$ cat src/rtl/uart_echo_ctrl.sv
// UART echo/test controller: buffers rx words in a FIFO and echoes them in order,
// and sends a burst of test words after the button has been held long enough.
module uart_echo_ctrl #(
  parameter int unsigned       DATA_W      = 8,
  parameter int unsigned       FIFO_AW     = 4,
  parameter int unsigned       HOLD_CYCLES = 50_000_000,
  parameter logic [DATA_W-1:0] TEST_WORD   = DATA_W'(8'hFF),
  parameter int unsigned       BURST_LEN   = 1,
  parameter bit                BURST_INC   = 1'b0
) (
  input  logic               clk_in,
  input  logic               rst,
  input  logic               btn_n,
  input  logic               rx_finish,
  input  logic [DATA_W-1:0]  rx_data,
  input  logic               tx_finish,
  output logic               tx_data_en,
  output logic [DATA_W-1:0]  tx_data_in,
  output logic               led_on,
  output logic [FIFO_AW:0]   fifo_count,
  output logic               overflow
);

  localparam int unsigned DEPTH  = 2 ** FIFO_AW;
  localparam int unsigned CNT_W  = FIFO_AW + 1;
  localparam int unsigned HOLD_W = $clog2(HOLD_CYCLES + 1);
  localparam int unsigned IDX_W  = 8;

  typedef enum logic [1:0] {IDLE, SEND, WAIT_DONE} state_t;

  state_t                state, state_nxt;
  logic [DATA_W-1:0]     mem [DEPTH];
  logic [FIFO_AW-1:0]    wr_ptr, rd_ptr;
  logic [HOLD_W-1:0]     hold_cnt;
  logic [IDX_W-1:0]      burst_idx;
  logic                  burst_pend, burst_fly;
  logic                  tx_en_nxt;
  logic [DATA_W-1:0]     tx_data_nxt;

  logic                  fifo_empty_c, fifo_full_c, pop_c, push_c;
  logic                  load_burst_c, burst_last_c, trigger_c;
  logic [DATA_W-1:0]     burst_word_c;

  assign fifo_empty_c = (fifo_count == '0);
  assign fifo_full_c  = (fifo_count == CNT_W'(DEPTH));
  assign load_burst_c = (state == IDLE) && burst_pend;
  assign pop_c        = (state == IDLE) && !burst_pend && !fifo_empty_c;
  assign push_c       = rx_finish && (!fifo_full_c || pop_c);
  assign burst_last_c = (burst_idx == IDX_W'(BURST_LEN - 1));
  // A burst already pending or with its last word still on the wire blocks a new one.
  assign trigger_c    = !btn_n && (hold_cnt == HOLD_W'(HOLD_CYCLES - 1)) &&
                        !burst_pend && !burst_fly;
  assign burst_word_c = BURST_INC ? TEST_WORD + DATA_W'(burst_idx) : TEST_WORD;

  // State register
  always_ff @(posedge clk_in) begin
    if (rst) state <= IDLE;
    else     state <= state_nxt;
  end

  // Next-state logic
  always_comb begin
    state_nxt = state;
    case (state)
      IDLE:      if (burst_pend || !fifo_empty_c) state_nxt = SEND;
      SEND:      state_nxt = WAIT_DONE;
      WAIT_DONE: if (tx_finish) state_nxt = IDLE;
      default:   state_nxt = IDLE;
    endcase
  end

  // Output logic: burst words take priority over queued echo words
  always_comb begin
    tx_en_nxt   = 1'b0;
    tx_data_nxt = tx_data_in;
    if (load_burst_c) begin
      tx_en_nxt   = 1'b1;
      tx_data_nxt = burst_word_c;
    end else if (pop_c) begin
      tx_en_nxt   = 1'b1;
      tx_data_nxt = mem[rd_ptr];
    end
  end

  always_ff @(posedge clk_in) begin
    if (rst) begin
      tx_data_en <= 1'b0;
      tx_data_in <= '0;
      led_on     <= 1'b0;
    end else begin
      tx_data_en <= tx_en_nxt;
      tx_data_in <= tx_data_nxt;
      led_on     <= ~btn_n;
    end
  end

  // FIFO storage
  always_ff @(posedge clk_in) begin
    if (push_c) mem[wr_ptr] <= rx_data;
  end

  always_ff @(posedge clk_in) begin
    if (rst) begin
      wr_ptr     <= '0;
      rd_ptr     <= '0;
      fifo_count <= '0;
      overflow   <= 1'b0;
    end else begin
      if (push_c) wr_ptr <= wr_ptr + FIFO_AW'(1);
      if (pop_c)  rd_ptr <= rd_ptr + FIFO_AW'(1);
      if (push_c && !pop_c)      fifo_count <= fifo_count + CNT_W'(1);
      else if (pop_c && !push_c) fifo_count <= fifo_count - CNT_W'(1);
      if (rx_finish && !push_c) overflow <= 1'b1;
    end
  end

  // Button hold counter and burst sequencing
  always_ff @(posedge clk_in) begin
    if (rst) begin
      hold_cnt   <= '0;
      burst_pend <= 1'b0;
      burst_fly  <= 1'b0;
      burst_idx  <= '0;
    end else begin
      if (btn_n)                                hold_cnt <= '0;
      else if (hold_cnt != HOLD_W'(HOLD_CYCLES)) hold_cnt <= hold_cnt + HOLD_W'(1);
      if (trigger_c) begin
        burst_pend <= 1'b1;
        burst_idx  <= '0;
      end else if (load_burst_c) begin
        burst_idx <= burst_idx + IDX_W'(1);
        if (burst_last_c) begin
          burst_pend <= 1'b0;
          burst_fly  <= 1'b1;
        end
      end
      if (burst_fly && (state == WAIT_DONE) && tx_finish) burst_fly <= 1'b0;
    end
  end

endmodule

$ cat config.mk
export PLATFORM = sky130hd
export DESIGN_NAME = uart_echo_ctrl
export DESIGN_NICKNAME = d
export VERILOG_FILES = /design/src/rtl/uart_echo_ctrl.sv
export SDC_FILE = /design/constraint.sdc
export NUM_CORES = 1
export LEC_CHECK = 0
export ABC_CLOCK_PERIOD_IN_PS = 3300
export BUFFER_PORTS_ARGS = -buffer_cell sky130_fd_sc_hd__buf_2
export CORE_ASPECT_RATIO = 0.6
export CORE_MARGIN = 4
export CORE_UTILIZATION = 25
export CTS_BUF_LIST = sky130_fd_sc_hd__clkbuf_4
export DETAILED_ROUTE_END_ITERATION = 16
export SETUP_SLACK_MARGIN = 0.02
export SLEW_MARGIN = 20
export SYNTH_ARGS = -nofsm -noshare
export SYNTH_HDL_FRONTEND = slang
export SYNTH_SLANG_ARGS = --single-unit
$ cat constraint.sdc
create_clock -name clk_in -period 3.3 [get_ports clk_in]
set_input_delay 0.825 -clock clk_in [delete_from_list [all_inputs] [get_ports clk_in]]
set_output_delay 0.825 -clock clk_in [all_outputs]
set_load 0.05 [all_outputs]
# == After elaboration in Yosys (flattened, before gate mapping) ==
# Memories as Yosys holds them, arrays and structs flattened. A register that Yosys moved wholly into a read port is not among the register bits.
# Index checks and enable logic that the tools add are counted.
# word_totals
mem_bits_rw,128
mem_count,1
regBits,62
input_bits,13
# op_classes
n_mux,16
reduce_logical,34
bitwise_logic,2
eq_ne,7
addsub,6
# memory_table
name,depth,word_bits,rd,rd_clocked_by_memory_dff,wr,line_no,rtl
mem,16,8,1,1,1,32,logic [DATA_W-1:0] mem [DEPTH];
# op_table
cell,count
26-bit by 1-bit adder with 26-bit output (second input constant),1
26-bit equality test (second input constant),1
26-bit != test (second input constant),1
8-bit two-way mux,2
1-bit logical AND,12
5-bit two-way mux,2
4-bit by 1-bit adder with 4-bit output (second input constant),2
8-bit by 1-bit adder with 8-bit output (second input constant),1
8-bit logical NOT,1
4-bit two-way mux,2
2-bit nonzero test,4
1-bit logical NOT,7
1-bit two-way mux,7
2-bit one-hot mux with 3 select lines,1
2-bit OR reduction,3
5-bit by 1-bit adder with 5-bit output (second input constant),1
5-bit equality test (second input constant),1
5-bit logical NOT,1
5-bit by 1-bit subtractor with 5-bit output (second input constant),1
2-bit two-way mux,2
2-bit AND reduction,2
3-bit AND reduction,1
2-bit by 1-bit equality test with 1-bit output (second input constant),1
2-bit equality test (second input constant),1
other kinds (5),7

# == Longest topological paths before layout ==
# depth
ltp_word,9
ltp_mapped,12

# == Worst setup path after synthesis ==
# OpenSTA, ideal clock, no wires.
# synth_timing
kind,register to register
from,register fifo_count[0]
to,register fifo_count[4]
synth_period_minus_slack_ps,3348
path_slack_ps,-48
arrival_time_ps,3228
setup_ps,121
required_time_ps,3179
path_stages_with_launch,13
path_cell_list,dfxtp_1 or4_1 clkbuf_1 o21a_1 clkbuf_1 inv_1 ha_1 inv_1 fa_1 a21o_1 a21oi_1 mux2i_1 mux2_2
# synth_via
elab_chain_cells,8
word_cells_on_any_way,16
cone_classes,add/sub (2); eq/ne (1); mux (2); reduce/logical (11)
# synth_lines
item,line_no,rtl
from (decl),20,"output logic [FIFO_AW:0] fifo_count,"
from (signal assigned),111,if (push_c && !pop_c) fifo_count <= fifo_count + CNT_W'(1);
from (signal assigned),112,else if (pop_c && !push_c) fifo_count <= fifo_count - CNT_W'(1);
"parallel branches: the longest is 8 deep, another holds 5-bit by 1-bit subtractor with 5-bit output",n/a,
# Several ways; the timed one is not identified. The select of a mux whose other input is x is not followed.
# A chain may end at the register's enable or synchronous reset.

# == Final worst setup path ==
# Same ends and word-level chain as after synthesis.

==> out/metrics.cfg <==
[outcome]
status=finished clean

[routing]
vias_per_cell=4.56
dr_wl_met3_um=1000
via_count=4959
final_antenna_net_count=0
topRoutingLayerUsed=met4
met2_length_um=7320
drt_wl_total_um=18000
wl_per_cell_um=16.6
drc=0
drt_iter0_markers=412
dr.pass1.iters=5
wl_met1_um=9520

[worst_setup_path]
r2r-start=fifo_count[0]
criticalPathCategory=reg -> reg
critical_path.cell_chain=or4_4 -> o21a_1 -> inv_1 -> ha_1 -> inv_1 -> fa_1 -> a21o_1 -> a21oi_1 -> mux2i_1 -> mux2_2
r2r_cells=10
path_delay_family=simple AND/OR/NAND/NOR gates
reg2reg_slack_ns=0.36
cp_slowest_stage_delay_ns=0.60
cp.required_ns=3.78
crit_path_start_kind=flop
path_common_cell=inv_1
rr_endpoint=fifo_count[4]
worstPathArrival_ns=3.42
slowest_stage=or4_4
crit_fanout=8
path_buf_inv=2
end_kind=flop

[clock_network]
cts_resized=0
clock_tree.htree_level_count=4
post_cts_buffers=0
cts_buffers=17
clock_path_buffers=2
clk_pin_slew_ns=0.14
tritoncts=yes
clk_latency_ns=0.60
postCtsHoldBufs=0
root_buffer=clkbuf_4
cts_sinks=194

[synthesis]
yosysUniqueCellTypes=48
synth_edf_count=128
syn_area_per_cell_sq_um=12.9
synthCells=625
synth_seq_cells=194
yosys_warnings=0
syn_area_sq_mm=0.00803
seq_area_frac_synth_pct=64.3
ys_async_sr_fraction_pct=0
syn-num-nets=652
yosys_most_used_dff=edfxtp_1

[finish]
syn2layout_area_growth_pct=12.2
nets=685
drive_gt1_share_pct=14.0
stdcell_area_sq_mm=0.00901
diodes=0
n_fill_cell=3209

[power]
p_leak_nw=2.87
power.internal_w=0.00373
ir_drop_uv=255
clockPowerShare_pct=23.5
pwr-share-seq_pct=50.0
p_sw_share_pct=34.2
pwr-share-comb_pct=26.5
p_sw_w=0.00194
power_density_mw_per_mm2=629

[global_routing]
antenna_found_initial=0
grt_pass1_wl_um=28000
first_global_vias=4593
grt_max_degree=34
grt_overflow_total=0
grt_use_total_pct=10.5

[timing]
fin_crit_sh_pct=89.2
skew_ns=0.0301
timing.final.ws_setup_ns=0.355
fmax_mhz=340
fin_crit_ns=2.94
max_slew_margin_pct=44.8
setup_total_negative_slack_ns=0
setup_viol=0
rsz0062_at_grt=false
hold_viol_final=0
drv_slew=0
tightest_slew_ns=0.825

[floorplanning]
coreArea_sq_mm=0.0314
initial_core_util_pct=25.6
pin_count=29
die_h_um=147
die_width_um=239
fp-row-count=50
dieArea_sq_mm=0.0352

[run]
cap_violations=0

[placed_design]
dp_worst_setup_slack_ns=0.241
io_buffers=28
hpwl_um=12400
placed_area_sq_mm=0.00872
gp_congestion=0.809

[hold_path]
holdPathStages=2
min_from=hold_cnt[23]
hold_path.class=reg -> reg
whs_endpoint=hold_cnt[23]

## worst max path at each step
| stage | from | to | slack, ns | depth (start not counted) |
|---|---|---|---|---|
| after floorplan | fifo_count[2] | fifo_count[4] | 0.04 | 12 |
| after global placement | fifo_count[0] | fifo_count[4] | 0.28 | 10 |
| after detailed placement | fifo_count[0] | fifo_count[4] | 0.24 | 10 |
| after CTS | fifo_count[0] | fifo_count[4] | 0.22 | 10 |
| after global routing | fifo_count[1] | fifo_count[4] | 0.16 | 10 |
| final | fifo_count[0] | fifo_count[4] | 0.36 | 10 |
## worst min-delay path: stages, from the launching register on
cell,delay [ns]
dfxtp_1,0.35
nand2_1,0.06
mux2i_1,0.05
## power by group through the flow
| stage | logic, W | registers [W] | clock network (W) |
|---|---|---|---|
| 2_1_floorplan | 0.000872 | 0.00308 | 0 |
| 3_3_place_gp | 0.00150 | 0.00288 | 0 |
| 3_5_place_dp | 0.00150 | 0.00289 | 0 |
| 4_1_cts | 0.00151 | 0.00284 | 0.00137 |
| 5_1_grt | 0.00164 | 0.00285 | 0.00149 |
| 6_report | 0.00150 | 0.00283 | 0.00133 |
## routing by layer
| layer | track usage [%] | vias up |
|---|---|---|
| met1 | 16.6 | 2436 |
| li1 | - | 2401 |
| met5 | 0 | - |
| met2 | 13.9 | 107 |
| met4 | 2.44 | 0 |
| met3 | 2.80 | 15 |
## through the flow
stage	std cells	total power, W	hold WS, ns	utilization (%)
5_1_grt	1087	0.00599	0.512	28.7
2_1_floorplan	625	0.00395	0.439	-
3_3_place_gp	1055	0.00438	0.453	27.8
3_5_place_dp	1055	0.00439	0.465	27.8
4_1_cts	1087	0.00571	0.483	28.7
6_report	1087	0.00567	0.484	28.7
## flip-flops by register name, summed over array words and instances, names as in the netlist, named ones only
signal	cells
mem	128
hold_cnt	26
burst_idx	8
tx_data_in	8
fifo_count	5
rd_ptr	4
wr_ptr	4
state	2
burst_fly	1
burst_pend	1
led_on	1
overflow	1
tx_data_en	1
## synth_stat cells, drive strengths merged, types with 13 or more instances
cell type | count | area (sq um)
mux2i | 46 | 460
edfxtp | 128 | 3840
clkbuf | 21 | 78.8
a22oi | 15 | 113
xnor2 | 14 | 123
or3 | 14 | 87.6
nand3 | 18 | 90.1
nor3 | 16 | 80.1
ha | 13 | 163
nor2 | 74 | 278
a21oi | 23 | 115
o21ai | 13 | 65.1
nand2 | 23 | 86.3
inv | 20 | 75.1
dfxtp | 66 | 1320
## layout make-up
class                      instances  area (sq um)  share of cell area, %
tap                              416           520                   5.77
timing repair buffer              47           295                   3.28
clock buffer                      17           128                   1.42
clock inverter                    15           164                   1.82
inverter                          20          75.1                  0.833
multi-input combinational        378          2660                   29.5
sequential                       194          5170                   57.3
## kinds of logic after synthesis
logic type | share of synthesized area, %
AOI/OAI and AO/OA | 8.40
adders and majority gates | 2.27
DFF | 64.3
buffers and inverters | 2.60
and+or+nand+nor | 11.6
xor gates and xnor gates | 2.73
muxes | 8.12
## layout by cell type, fill, tap and decap left out, types with 14 or more instances in the layout
cell	count
dfxtp_1	63
nor2_1	74
nand2_1	23
xnor2_1	14
a21oi_1	23
or3_1	14
mux2i_1	46
buf_2	28
buf_4	18
a22oi_1	15
edfxtp_1	128
inv_1	20
nand3_1	18
nor3_1	16
clkbuf_4	17
(Power assumes the default switching activity.)
